[src/rtl/cam_capture_rgb111_pkg.sv]
// Shared definitions for the RGB565 -> RGB111 camera capture stage:
// FSM state encoding, bit positions and default image geometry.
package cam_pkg;

  typedef enum logic [1:0] {
    WAIT_FRAME = 2'd0,
    BYTE1      = 2'd1,
    BYTE2      = 2'd2
  } cap_state_e;

  localparam int RGB_R = 2;
  localparam int RGB_G = 1;
  localparam int RGB_B = 0;

  // Source bits: MSB of each colour field in the RGB565 byte pair
  localparam int SRC_R = 7;
  localparam int SRC_G = 2;
  localparam int SRC_B = 4;

  localparam int DEF_IMG_W = 160;
  localparam int DEF_IMG_H = 120;

  function automatic logic [2:0] rgb111(input logic r, input logic g, input logic b);
    logic [2:0] p;
    p        = '0;
    p[RGB_R] = r;
    p[RGB_G] = g;
    p[RGB_B] = b;
    return p;
  endfunction

endpackage

[src/rtl/cam_capture_rgb111_if.sv]
// Camera-side inputs and frame-buffer write outputs of the capture stage.
// frame_cnt exists only when CAM_FRAME_CNT_EN is defined.
interface cam_capture_rgb111_if #(
  parameter int AW = 15,
  parameter int DW = 3
);
  logic          en;
  logic          vsync;
  logic          href;
  logic [7:0]    px_data;
  logic [AW-1:0] mem_px_addr;
  logic [DW-1:0] mem_px_data;
  logic          px_wr;
  logic          frame_done;
`ifdef CAM_FRAME_CNT_EN
  logic [7:0]    frame_cnt;

  modport master (output en, vsync, href, px_data,
                  input  mem_px_addr, mem_px_data, px_wr, frame_done, frame_cnt);
  modport slave  (input  en, vsync, href, px_data,
                  output mem_px_addr, mem_px_data, px_wr, frame_done, frame_cnt);
`else
  modport master (output en, vsync, href, px_data,
                  input  mem_px_addr, mem_px_data, px_wr, frame_done);
  modport slave  (input  en, vsync, href, px_data,
                  output mem_px_addr, mem_px_data, px_wr, frame_done);
`endif
endinterface

[src/rtl/cam_capture_rgb111_sync_edge.sv]
// Registers vsync once and flags its falling (frame start) and rising
// (frame end) edges as combinational single-cycle pulses.
module cam_sync_edge (
  input  logic clk,
  input  logic rst,
  input  logic i_vsync,
  output logic o_frame_start,
  output logic o_frame_end
);
  logic r_vsync_d;

  // Reset high so a camera already in blanking produces no spurious edge
  always_ff @(posedge clk) begin
    if (rst) r_vsync_d <= 1'b1;
    else     r_vsync_d <= i_vsync;
  end

  assign o_frame_start = r_vsync_d & ~i_vsync;
  assign o_frame_end   = ~r_vsync_d & i_vsync;

endmodule

[src/rtl/cam_capture_rgb111.sv]
// Camera capture: packs RGB565 byte pairs into RGB111 frame-buffer writes.
// Optional macro CAM_FRAME_CNT_EN adds a count of fully written frames.
module cam_capture_rgb111
  import cam_pkg::*;
#(
  parameter int AW    = 15,
  parameter int DW    = 3,
  parameter int IMG_W = DEF_IMG_W,
  parameter int IMG_H = DEF_IMG_H
) (
  input  logic                 clk,
  input  logic                 rst,
  cam_capture_rgb111_if.slave  bus
);
  localparam int          NPIX    = IMG_W * IMG_H;
  // One extra bit so the counter can sit at NPIX even when NPIX == 2**AW
  localparam logic [AW:0] PIX_MAX = (AW+1)'(NPIX);
  localparam logic [AW:0] CNT_ONE = (AW+1)'(1);

  cap_state_e    r_state;
  logic [AW:0]   r_cnt;
  logic          r_r, r_g;
  logic [AW-1:0] r_addr;
  logic [DW-1:0] r_data;
  logic          r_wr;
  logic          r_done;

  logic w_fstart, w_fend, w_full, w_end_cap;
  logic w_unused_px;

  cam_sync_edge u_sync (
    .clk           (clk),
    .rst           (rst),
    .i_vsync       (bus.vsync),
    .o_frame_start (w_fstart),
    .o_frame_end   (w_fend)
  );

  assign w_full      = (r_cnt == PIX_MAX);
  assign w_end_cap   = w_fend && (r_state == BYTE1 || r_state == BYTE2);
  assign w_unused_px = ^{bus.px_data[6:5], bus.px_data[3], bus.px_data[1:0]};

  always_ff @(posedge clk) begin
    if (rst) begin
      r_state <= WAIT_FRAME;
      r_cnt   <= '0;
      r_r     <= 1'b0;
      r_g     <= 1'b0;
      r_addr  <= '0;
      r_data  <= '0;
      r_wr    <= 1'b0;
      r_done  <= 1'b0;
    end else begin
      r_wr   <= 1'b0;
      r_done <= 1'b0;
      case (r_state)
        WAIT_FRAME: begin
          if (w_fstart && bus.en) begin
            r_cnt   <= '0;
            r_state <= BYTE1;
          end
        end
        BYTE1: begin
          if (w_fend) begin
            r_done  <= 1'b1;
            r_state <= WAIT_FRAME;
          end else if (bus.href) begin
            r_r     <= bus.px_data[SRC_R];
            r_g     <= bus.px_data[SRC_G];
            r_state <= BYTE2;
          end
        end
        BYTE2: begin
          // A lone first byte (href dropped or frame ended) is simply discarded
          if (w_fend) begin
            r_done  <= 1'b1;
            r_state <= WAIT_FRAME;
          end else begin
            if (bus.href && !w_full) begin
              r_data <= DW'(rgb111(r_r, r_g, bus.px_data[SRC_B]));
              r_addr <= r_cnt[AW-1:0];
              r_wr   <= 1'b1;
              r_cnt  <= r_cnt + CNT_ONE;
            end
            r_state <= BYTE1;
          end
        end
        default: r_state <= WAIT_FRAME;
      endcase
    end
  end

  assign bus.mem_px_addr = r_addr;
  assign bus.mem_px_data = r_data;
  assign bus.px_wr       = r_wr;
  assign bus.frame_done  = r_done;

`ifdef CAM_FRAME_CNT_EN
  logic [7:0] r_fcnt;

  always_ff @(posedge clk) begin
    if (rst)                      r_fcnt <= '0;
    else if (w_end_cap && w_full) r_fcnt <= r_fcnt + 8'd1;
  end

  assign bus.frame_cnt = r_fcnt;
`endif

endmodule

[src/flat_wrapper.sv]
// flat-port wrapper written by rule: the top's interface ports become plain ports
module cam_capture_rgb111_flat import cam_pkg::*;
#(
  parameter int AW    = 15,
  parameter int DW    = 3,
  parameter int IMG_W = DEF_IMG_W,
  parameter int IMG_H = DEF_IMG_H
)
  (clk, rst, bus_en, bus_vsync, bus_href, bus_px_data, bus_mem_px_addr, bus_mem_px_data, bus_px_wr, bus_frame_done);
  cam_capture_rgb111_if #(.AW(AW), .DW(DW)) bus_i ();
  input  logic clk;
  input  logic rst;
  input wire logic [$bits(bus_i.en)-1:0] bus_en;
  input wire logic [$bits(bus_i.vsync)-1:0] bus_vsync;
  input wire logic [$bits(bus_i.href)-1:0] bus_href;
  input wire logic [$bits(bus_i.px_data)-1:0] bus_px_data;
  output wire logic [$bits(bus_i.mem_px_addr)-1:0] bus_mem_px_addr;
  output wire logic [$bits(bus_i.mem_px_data)-1:0] bus_mem_px_data;
  output wire logic [$bits(bus_i.px_wr)-1:0] bus_px_wr;
  output wire logic [$bits(bus_i.frame_done)-1:0] bus_frame_done;
  assign bus_i.en = bus_en;
  assign bus_i.vsync = bus_vsync;
  assign bus_i.href = bus_href;
  assign bus_i.px_data = bus_px_data;
  assign bus_mem_px_addr = bus_i.mem_px_addr;
  assign bus_mem_px_data = bus_i.mem_px_data;
  assign bus_px_wr = bus_i.px_wr;
  assign bus_frame_done = bus_i.frame_done;
  cam_capture_rgb111 #(.AW(AW), .DW(DW), .IMG_W(IMG_W), .IMG_H(IMG_H)) u_core (.clk(clk), .rst(rst), .bus(bus_i));
endmodule
[config.mk]
export PLATFORM = sky130hd
export DESIGN_NAME = cam_capture_rgb111_flat
export DESIGN_NICKNAME = d
export VERILOG_FILES = /design/src/rtl/cam_capture_rgb111_pkg.sv /design/src/rtl/cam_capture_rgb111_if.sv /design/src/rtl/cam_capture_rgb111_sync_edge.sv /design/src/rtl/cam_capture_rgb111.sv /design/src/flat_wrapper.sv
export SDC_FILE = /design/constraint.sdc
export NUM_CORES = 1
export LEC_CHECK = 0
export CELL_PAD_IN_SITES_DETAIL_PLACEMENT = 1
export CELL_PAD_IN_SITES_GLOBAL_PLACEMENT = 2
export CORE_ASPECT_RATIO = 1.5
export CORE_MARGIN = 5
export CORE_UTILIZATION = 30
export CTS_BUF_LIST = sky130_fd_sc_hd__clkbuf_4
export DETAILED_ROUTE_END_ITERATION = 10
export PLACE_DENSITY = 0.86
export SETUP_SLACK_MARGIN = 0.1
export SYNTH_ARGS = -nofsm -noshare
export SYNTH_HDL_FRONTEND = slang
export SYNTH_SLANG_ARGS = --single-unit
export TNS_END_PERCENT = 50
[constraint.sdc]
create_clock -name clk -period 1.7 [get_ports clk]
set_input_delay 0.255 -clock clk [delete_from_list [all_inputs] [get_ports clk]]
set_output_delay 0.255 -clock clk [all_outputs]
set_load 0.01 [all_outputs]
==> summary.md <==
| Metric | Value |
|---|---|
| Final worst slack | `-0.1286 ns` |
| Slowest-stage cell, CP | `clkdlybuf4s50_1` |
| Initial Utilization | `a little under a third` |
| Worst skew pair latency | `between 0.3 and 0.4 ns` |
| Placer congestion estimate | `approximately 0.85` |
| Pre-CTS WS | `-0.4557 ns` |
| Die Width | `74.82 um` |
| Max clock buf depth | `2` |
| Slew Limit Headroom | `73.83%` |
| Power, Total | `~2.0 mW` |
| Max capacitance violation total | `0` |
| Status | `complete, but fails checks` |
| Sink Count | `41` |
| ANT cells | `0` |
| Unique masters post-synth | `40` |
| Critical path type | `input port to flop` |
| Layout cells sized above 1 | `about two fifths` |
| Post-synthesis sequential area ratio | `43.41%` |
| Top cell type's share of synthesized area | `43.41%` |
| WP data arrival | `2.06 ns` |
| Grt total ovfl | `0` |
| End-of-flow core utilization | `48.65%` |
| Site Rows | `35` |
| Count leader, synth | `dfxtp_1` |
| Routed wl met3 | `154 um` |
| Min Clock Period, post-route | `1.829 ns` |
| Max Used Layer | `met4` |
| CTS Buf Count | `5` |
| Crit. End Element | `flop` |
| Via density | `5.197` |
| Setup crit start kind | `input port` |
| Leak pwr | `1.134 nW` |
| Initial antenna violation count | `0` |
| Die height | `107.2 um` |
| First-pass GRT wire length | `9.432 mm` |
| Critical Path RT | `between 1.5 and 2 ns` |
| Max-slew violation count | `0` |
| Final hold violation count | `0` |
| Tcrit/Tclk final | `107.6%` |
| Setup TNS | `-0.7545 ns` |
| Routed wire length on met2 | `3.833 mm` |
| Crit path max-delay family | `compound AO/OA/AOI/OAI gates` |
| Die ar. | `between 0.008 and 0.009 mm2` |
| Post-Synthesis Cells | `202` |
| Final nets | `300` |
| Most common flop cell mapped by yosys | `dfxtp_1` |
| Core region area | `0.006131 mm2` |
| Vias post-DR | `1845` |
| Routed length per instance | `18.32 um` |
| WP buf/inv | `2` |
| Number of buffers inserted by port buffering | `27` |
| Largest net degree at the start of global routing | `22` |
| Power Density | `666.0 mW/mm2` |
| Initial DRC Count | `between 90 and 100` |
| IR drop worst, VDD | `slightly below 0.5 mV` |
| HP Class | `input port to flop` |
| Synth cell count leaders | `dfxtp_1 (41), nor2_1 (32), mux2i_1 (22)` |
| Crit-path cells | `clkdlybuf4s50_1 -> nand3b_4 -> a2111oi_4 -> buf_6 -> nand2_8 -> o311ai_2 -> o31ai_4` |
| M1 WL | `between 2 and 2.5 mm` |
| Vias in the first global route | `1923` |
| Yosys top cell by area | `dfxtp_1` |
| Final setup viols | `26` |
| Top-Level Pins | `33` |
| Ys Warns | `0` |
| CP peak stage delay | `about 0.53 ns` |
| Main area contributors after synthesis | `dfxtp_1 (43%), mux2i_1 (12%), nor2_1 (6.4%)` |
| Final routed DRC violation total | `0` |
| Antenna viol nets, final | `0` |
| Post-Syn Area per Cell | `9.359 um2` |
| Number of synthesized flops with an enable pin | `0` |
| Synth async-reset ratio | `0%` |
| Fmax | `~550 MHz` |
| RSZ-0062 raised after global routing | `true` |
| WL final | `6.504 mm` |
| Worst-margin pin slew | `0.3911 ns` |
| Syn Nets | `221` |
| Post-DP HPWL | `3.950 mm` |
| Total number of H-tree levels | `2` |
| Clock root buffer | `clkbuf_4` |
| Cell area after synthesis | `0.001891 mm2` |
| Failing checks | `negative setup slack` |
| Clock Skews | `roughly 0.0096 ns` |
| Area Overhead vs Synth | `57.78%` |
| TritonCTS clock tree | `yes` |
| Reg clk slew, reported paths | `0.13 ns` |
| GRT Total Usage | `15.32%` |
| Register bit total from synthesis | `41` |
| Worst-path fanout max | `5` |
| Pre-Repair DR Iteration Count | `4` |
[layout make-up]
class,count,area [um2]
fillers,722,3148
repair buffers,81,773.2
flip-flops and latches,41,830.8
clock inverters,2,35.03
inverters,7,31.28
multi-input cells,145,1182
well taps,74,92.59
clock buffers,5,37.54
[kinds of logic after synthesis]
group | after synthesis | share of synthesized area [%]
and+or+nand+nor | 77 | 22.04
DFF | 41 | 43.42
AOI/OAI and AO/OA | 39 | 14.16
muxes | 22 | 11.65
buffers and inverters | 16 | 4.302
adders and majority gates | 6 | 3.971
xor gates and xnor gates | 1 | 0.4634
[per-layer routing]
metal / vias up / global-route usage, %
met4: 0 / 5.471
met5: - / 0
li1: 877 / -
met2: 36 / 29.81
met3: 15 / 2.720
met1: 917 / 15.42
[cells in the final DEF (no fill, tap or decap), types with 2 or more instances in the layout]
cell type	count
nand4_1	3
o21ai_1	3
buf_6	6
nor2b_1	3
nand2b_1	4
buf_12	3
o31ai_1	7
o21ai_2	9
inv_1	2
dfxtp_1	35
nor4b_2	2
mux2i_2	2
inv_4	2
nand2_1	7
mux2i_1	20
inv_2	3
or2_2	2
a31oi_1	5
clkbuf_4	5
a21oi_1	4
ha_4	3
nand3_1	6
ha_1	3
dfxtp_2	5
clkdlybuf4s50_1	26
and3_1	3
buf_4	42
and2_1	2
nor2_1	32
[power breakdown]
group,total [mW],switching [mW],internal [mW],leakage (nW)
registers,0.989,0.0132,0.976,0.333
logic,0.370,0.187,0.182,0.760
clock network,0.627,0.328,0.300,0.0410
[per-stage QoR]
stage                     area [um2]  hold slack [ns]  cells
after CTS                       2725           0.4885    346
after floorplan                 1918           0.3616    202
after global routing            2983           0.2124    355
after detailed placement        2519           0.4846    332
final                           2983           0.2087    355
after global placement          2519           0.4663    332
[worst reg2reg max path: stages (launching register included)]
cell and delay, ns:
dfxtp_4 0.41, inv_4 0.04, ha_4 0.16, a2111oi_4 0.30, buf_6 0.20, nand2_8 0.06
o311ai_2 0.40, o31ai_4 0.12
[state kept, by name, indices dropped and copies added (netlist names)]
name and count:
u_core.bus.mem_px_data 3, u_core.bus.frame_done 1, u_core.u_sync.r_vsync_d 1, u_core.r_g 1
u_core.bus.px_wr 1, u_core.r_r 1, u_core.r_cnt 16, u_core.bus.mem_px_addr 15
u_core.r_state 2
[what timing repair did]
action                                  4_1_cts  5_1_grt
resized for setup                            13       45
setup buffers                                 6        6
hold buffers                                  0        0
gates cloned                                  1        3
endpoints found under the setup margin       35       36
pin swaps                                     5       15
[worst paths after layout]
path	startpoint	endpoint	slack (ns)	depth (start not counted)
max reg2reg	u_core.r_state[1]$_SDFFE_PP0P_	u_core.r_cnt[5]$_SDFFE_PP0P_	-0.12	7
max	bus_en	u_core.r_cnt[5]$_SDFFE_PP0P_	-0.13	7
min reg2reg	u_core.bus.mem_px_data[0]$_SDFFE_PP0P_	u_core.bus.mem_px_data[0]$_SDFFE_PP0P_	0.51	2
min	bus_vsync	u_core.u_sync.r_vsync_d$_SDFF_PP1_	0.21	2
(Power assumes the default switching activity.)
